$ cat src/rtl/serial_sub16.sv
// serial_sub16: bit-serial unsigned subtractor diff = a - b, LSB first, with valid/ready handshakes
// Ports: clk, reset (sync, active-high); in_valid/in_ready with operands a, b;
// out_valid/out_ready with results diff, borrow (a < b), zero (diff == 0), neg (diff MSB).
module serial_sub16 #(
  parameter int WIDTH = 16
) (
  input  logic             clk,
  input  logic             reset,
  input  logic             in_valid,
  output logic             in_ready,
  input  logic [WIDTH-1:0] a,
  input  logic [WIDTH-1:0] b,
  output logic             out_valid,
  input  logic             out_ready,
  output logic [WIDTH-1:0] diff,
  output logic             borrow,
  output logic             zero,
  output logic             neg
);
  localparam int CW = $clog2(WIDTH);
  typedef enum logic [1:0] {IDLE, RUN, DONE} state_t;
  state_t           state_q;
  logic [WIDTH-1:0] a_q, b_q, diff_q, diff_d;
  logic [CW-1:0]    cnt_q;
  logic             bw_q, bw_d, bit_d, borrow_q, zero_q, neg_q, last;
  assign bit_d  = a_q[0] ^ b_q[0] ^ bw_q;
  assign bw_d   = (~a_q[0] & b_q[0]) | (~(a_q[0] ^ b_q[0]) & bw_q);
  // each result bit enters at the MSB, so after WIDTH shifts bit 0 lands at diff[0]
  assign diff_d = {bit_d, diff_q[WIDTH-1:1]};
  assign last   = cnt_q == CW'(WIDTH - 1);
  always_ff @(posedge clk) begin
    if (reset) begin
      state_q  <= IDLE;
      a_q      <= '0;
      b_q      <= '0;
      diff_q   <= '0;
      cnt_q    <= '0;
      bw_q     <= 1'b0;
      borrow_q <= 1'b0;
      zero_q   <= 1'b0;
      neg_q    <= 1'b0;
    end else begin
      case (state_q)
        IDLE: if (in_valid) begin
          a_q     <= a;
          b_q     <= b;
          bw_q    <= 1'b0;
          cnt_q   <= '0;
          diff_q  <= '0;
          state_q <= RUN;
        end
        RUN: begin
          a_q    <= a_q >> 1;
          b_q    <= b_q >> 1;
          bw_q   <= bw_d;
          diff_q <= diff_d;
          cnt_q  <= last ? '0 : cnt_q + CW'(1);
          if (last) begin
            borrow_q <= bw_d;
            zero_q   <= diff_d == '0;
            neg_q    <= bit_d;
            state_q  <= DONE;
          end
        end
        DONE: if (out_ready) state_q <= IDLE;
        default: state_q <= IDLE;
      endcase
    end
  end
  assign in_ready  = state_q == IDLE;
  assign out_valid = state_q == DONE;
  assign diff      = diff_q;
  assign borrow    = borrow_q;
  assign zero      = zero_q;
  assign neg       = neg_q;
endmodule

$ cat config.mk
export PLATFORM = sky130hd
export DESIGN_NAME = serial_sub16
export DESIGN_NICKNAME = d
export VERILOG_FILES = /design/src/rtl/serial_sub16.sv
export SDC_FILE = /design/constraint.sdc
export NUM_CORES = 1
export LEC_CHECK = 0
export BUFFER_PORTS_ARGS = -buffer_cell sky130_fd_sc_hd__buf_2
export CELL_PAD_IN_SITES_DETAIL_PLACEMENT = 0
export CELL_PAD_IN_SITES_GLOBAL_PLACEMENT = 1
export CORE_MARGIN = 5
export CORE_UTILIZATION = 35
export CTS_CLUSTER_SIZE = 12
export DETAILED_ROUTE_END_ITERATION = 7
export PLACE_DENSITY_LB_ADDON = 0.25
export SYNTH_ARGS = -nofsm -noshare
export SYNTH_HDL_FRONTEND = slang
export SYNTH_SLANG_ARGS = --single-unit
$ cat constraint.sdc
create_clock -name clk -period 1.25 [get_ports clk]
set_input_delay 0.0625 -clock clk [delete_from_list [all_inputs] [get_ports clk]]
set_output_delay 0.0625 -clock clk [all_outputs]
set_load 0.02 [all_outputs]
==> impl_metrics.py <==
metrics = {
    "power_and_ir_drop": {
        "power_frac_seq": 0.427,
        "cell_internal_pwr_mw": 3.48,
        "power_density_mw_per_mm2": 1130,
        "switching_share": 0.268,
        "comb_power_share": 0.198,
        "p_clk_frac": 0.376,
        "power_leakage_nw": 1.67,
        "p_switching_mw": 1.27,
        "ir_drop_v": 0.000649,
    },
    "logic_synthesis": {
        "synth_warnings": 0,
        "syn_nets": 349,
        "yosysSeqAreaShare": 0.449,
        "yosysUniqueCellTypes": 32,
        "synth_area_sq_mm": 0.00258,
        "avgSynthCellArea_sq_um": 8.31,
        "syn_inst": 311,
        "synth-seq-cells": 58,
    },
    "setup_path": {
        "cp_data_required_time_ps": 1510,
        "reg2reg_depth": 6,
        "slowest_stage": "dfxtp_4",
        "critPathKind": "reg2reg",
        "end_kind": "register",
        "crit_path_cell_trace": "buf_6 > o21ba_4 > buf_12 > buf_12 > nor2_4 > nor3_2",
        "arrival_ps": 1610,
        "cpMostUsedCell": "buf_12",
        "crit_fanout": 8,
        "max_stage_delay_ps": 380,
        "worstSetupStartpointType": "register",
    },
    "cts": {
        "cts_buffers": 9,
        "cts_tree": "done",
        "clock_sinks": 58,
        "path_clk_slew_ps": 70,
        "htreeDepth": 3,
        "cts_buffer_depth": 2,
        "cts-root-buf": "clkbuf_8",
        "clock_latency_ps": 340,
    },
    "sta": {
        "final_hold_viol_count": 0,
        "drv_slew": 0,
        "worst_slack_ps": -102,
        "period_share": 1.08,
        "rsz0062_at_grt": "yes",
        "setup_viol": 32,
        "fmax_ghz": 0.739,
        "min_period_ps": 1350,
        "tightest_slew_ps": 357,
        "fin_worst_skew_ps": 11.7,
        "max_slew_margin": 0.762,
        "fin_tns_setup_ps": -1210,
    },
    "final_layout": {
        "final_core_util": 0.585,
        "final_cells": 502,
        "n_fill_cell": 660,
        "antenna_cells": 0,
        "area_growth_pct": 63.2,
        "fin_nets": 436,
        "drive_gt1_frac": 0.541,
    },
    "grt": {
        "grt_max_degree": 35,
        "antenna_found_initial": 0,
        "grt_pass1_vias": 2440,
        "grtUsageTotal": 0.155,
        "grt_pass1_wl_um": 11200,
        "overflow": 0,
    },
    "drt": {
        "drcViolationCount": 0,
        "drtIter0Drc": 71,
        "antenna_left": 0,
        "wl_um": 7430,
        "routedWlPerCell_um": 14.8,
        "vias": 2536,
        "firstDrtPassIters": 4,
        "vias_per_cell": 5.05,
    },
    "place": {
        "placedCellCount": 460,
        "portBuffers": 56,
        "place_congestion": 0.729,
        "hpwl_um": 4070,
    },
    "run": {
        "cap_violations": 0,
    },
    "worst_hold_path": {
        "holdPathStages": 2,
        "hold_class": "in2reg",
    },
    "floorplanning": {
        "core_sq_mm": 0.00721,
        "die_area_sq_mm": 0.00920,
        "rows": 31,
        "chipHeight_um": 95.9,
        "pin_count": 57,
        "fp.dieW_um": 95.9,
        "start_util": 0.358,
    },
    "run_status": {
        "outcome": "finished, violations left",
        "violations": "setup timing",
    },
}
==> cells in the mapped netlist <==
cell type | n | share of area
a22oi_1 | 17 | 0.049
a311oi_1 | 15 | 0.051
buf_4 | 3 | 0.0087
o2bb2ai_1 | 1 | 0.0034
inv_1 | 2 | 0.0029
a2bb2oi_1 | 1 | 0.0034
nor3_1 | 16 | 0.031
nand4_1 | 2 | 0.0048
a21o_1 | 2 | 0.0058
nor2b_1 | 4 | 0.0097
o21ai_0 | 2 | 0.0039
buf_2 | 11 | 0.021
ha_1 | 1 | 0.0048
or3b_1 | 16 | 0.054
clkbuf_1 | 13 | 0.019
dfxtp_1 | 58 | 0.45
nand2b_1 | 20 | 0.048
nand2_1 | 34 | 0.049
a21oi_1 | 23 | 0.045
nand3_1 | 4 | 0.0077
a31oi_1 | 1 | 0.0024
buf_6 | 2 | 0.0087
o21bai_2 | 1 | 0.0044
nand3b_1 | 2 | 0.0058
a211oi_1 | 2 | 0.0058
or3_1 | 2 | 0.0048
nor4_1 | 3 | 0.0073
nor2_1 | 49 | 0.071
fa_1 | 1 | 0.0077
o21ba_1 | 1 | 0.0039
and3_1 | 1 | 0.0024
nor3b_1 | 1 | 0.0029
==> state kept, by name, indices dropped and copies added (netlist names) <==
signal   flops
borrow       1
a_q         16
cnt_q        4
neg          1
zero         1
b_q         16
state_q      2
bw_q         1
diff        16
==> stage by stage <==
| step | hold WS, ps | setup slack (ps) | total power [mW] | area [sq um] |
|---|---|---|---|---|
| floorplan | 225 | -13.6 | 2.40 | 2590 |
| global placement | 335 | -67.7 | 2.60 | 3110 |
| CTS | 1.37 | -124 | 4.52 | 3650 |
| global route | 16.6 | -150 | 4.93 | 4220 |
| detailed placement | 339 | -149 | 2.61 | 3110 |
| finish | 12.1 | -102 | 4.75 | 4220 |
==> path summary, 6_finish.rpt <==
check,slack (ps),start,end
worst max register to register,-100,state_q[0],b_q[13]
worst min-delay path,10,reset,diff[6]
worst min register to register,470,b_q[15],b_q[15]
worst max-delay path,-100,state_q[0],b_q[13]
==> metal layers <==
| layer | part of all wire | track usage | wire, um | vias to the layer above |
|---|---|---|---|---|
| li1 | - | - | - | 1260 |
| met1 | 0.46 | 0.201 | 3440 | 1222 |
| met3 | 0.037 | 0.0281 | 277 | 11 |
| met5 | 0 | 0 | 0 | - |
| met4 | 0.013 | 0.0711 | 99 | 0 |
| met2 | 0.49 | 0.248 | 3620 | 43 |
==> power by group through the flow <==
stage	Sequential [mW]	Clock, mW	Combinational (mW)
3_3_place_gp	2.04	0	0.557
3_5_place_dp	2.04	0	0.562
5_1_grt	2.04	1.88	1.02
6_report	2.03	1.78	0.939
4_1_cts	2.01	1.80	0.709
2_1_floorplan	2.04	0	0.362
==> kinds of logic after synthesis <==
group	after synthesis	synth area share
adder cells (fa/ha/maj)	2	0.0126
AO/OA/AOI/OAI	66	0.178
buffers and inverters	31	0.0605
AND/OR/NAND/NOR	154	0.300
flip-flops	58	0.449
==> critical path: cells and delay by family, from the launching register on <==
family | cells | cell delay, ps
flops | 1 | 380
simple gates | 2 | 190
compound gates | 1 | 270
buf+inv | 3 | 440
==> area by class of cell <==
type | instances | area, sq um | area share
Sequential cell | 58 | 1170 | 0.278
Timing Repair Buffer | 105 | 940 | 0.223
Tap cell | 99 | 124 | 0.0294
Inverter | 2 | 7.51 | 0.00178
Multi-Input combinational cell | 222 | 1770 | 0.419
Clock inverter | 4 | 50.0 | 0.0119
Clock buffer | 12 | 155 | 0.0368
==> timing repair <==
item	CTS	global route
hold buffers	9	0
pin swaps	15	60
buffers inserted	6	3
hold endpoints to repair	9	0
gates cloned	3	5
resized for setup	38	109
setup endpoints to repair	51	53
==> cells in the final DEF, fill, tap and decap left out, types with 4 or more instances in the layout <==
cell and instances:
buf_4 16, a311oi_2 11, nor2_4 11, nor2_1 27, a21oi_1 10, buf_12 7, or3b_1 11, or3b_4 5
nor3_1 6, nor3_2 10, dlygate4sd3_1 9, clkbuf_8 11, nand3_1 4, nor2_2 11, clkbuf_16 5, a22oi_1 6
nand2_1 19, dfxtp_2 4, buf_2 54, nand2b_1 19, a22oi_2 11, dfxtp_1 52, nand2_2 6, buf_6 11
a311oi_1 4, a21oi_2 13, nand2_4 9
(Power assumes the default switching activity.)
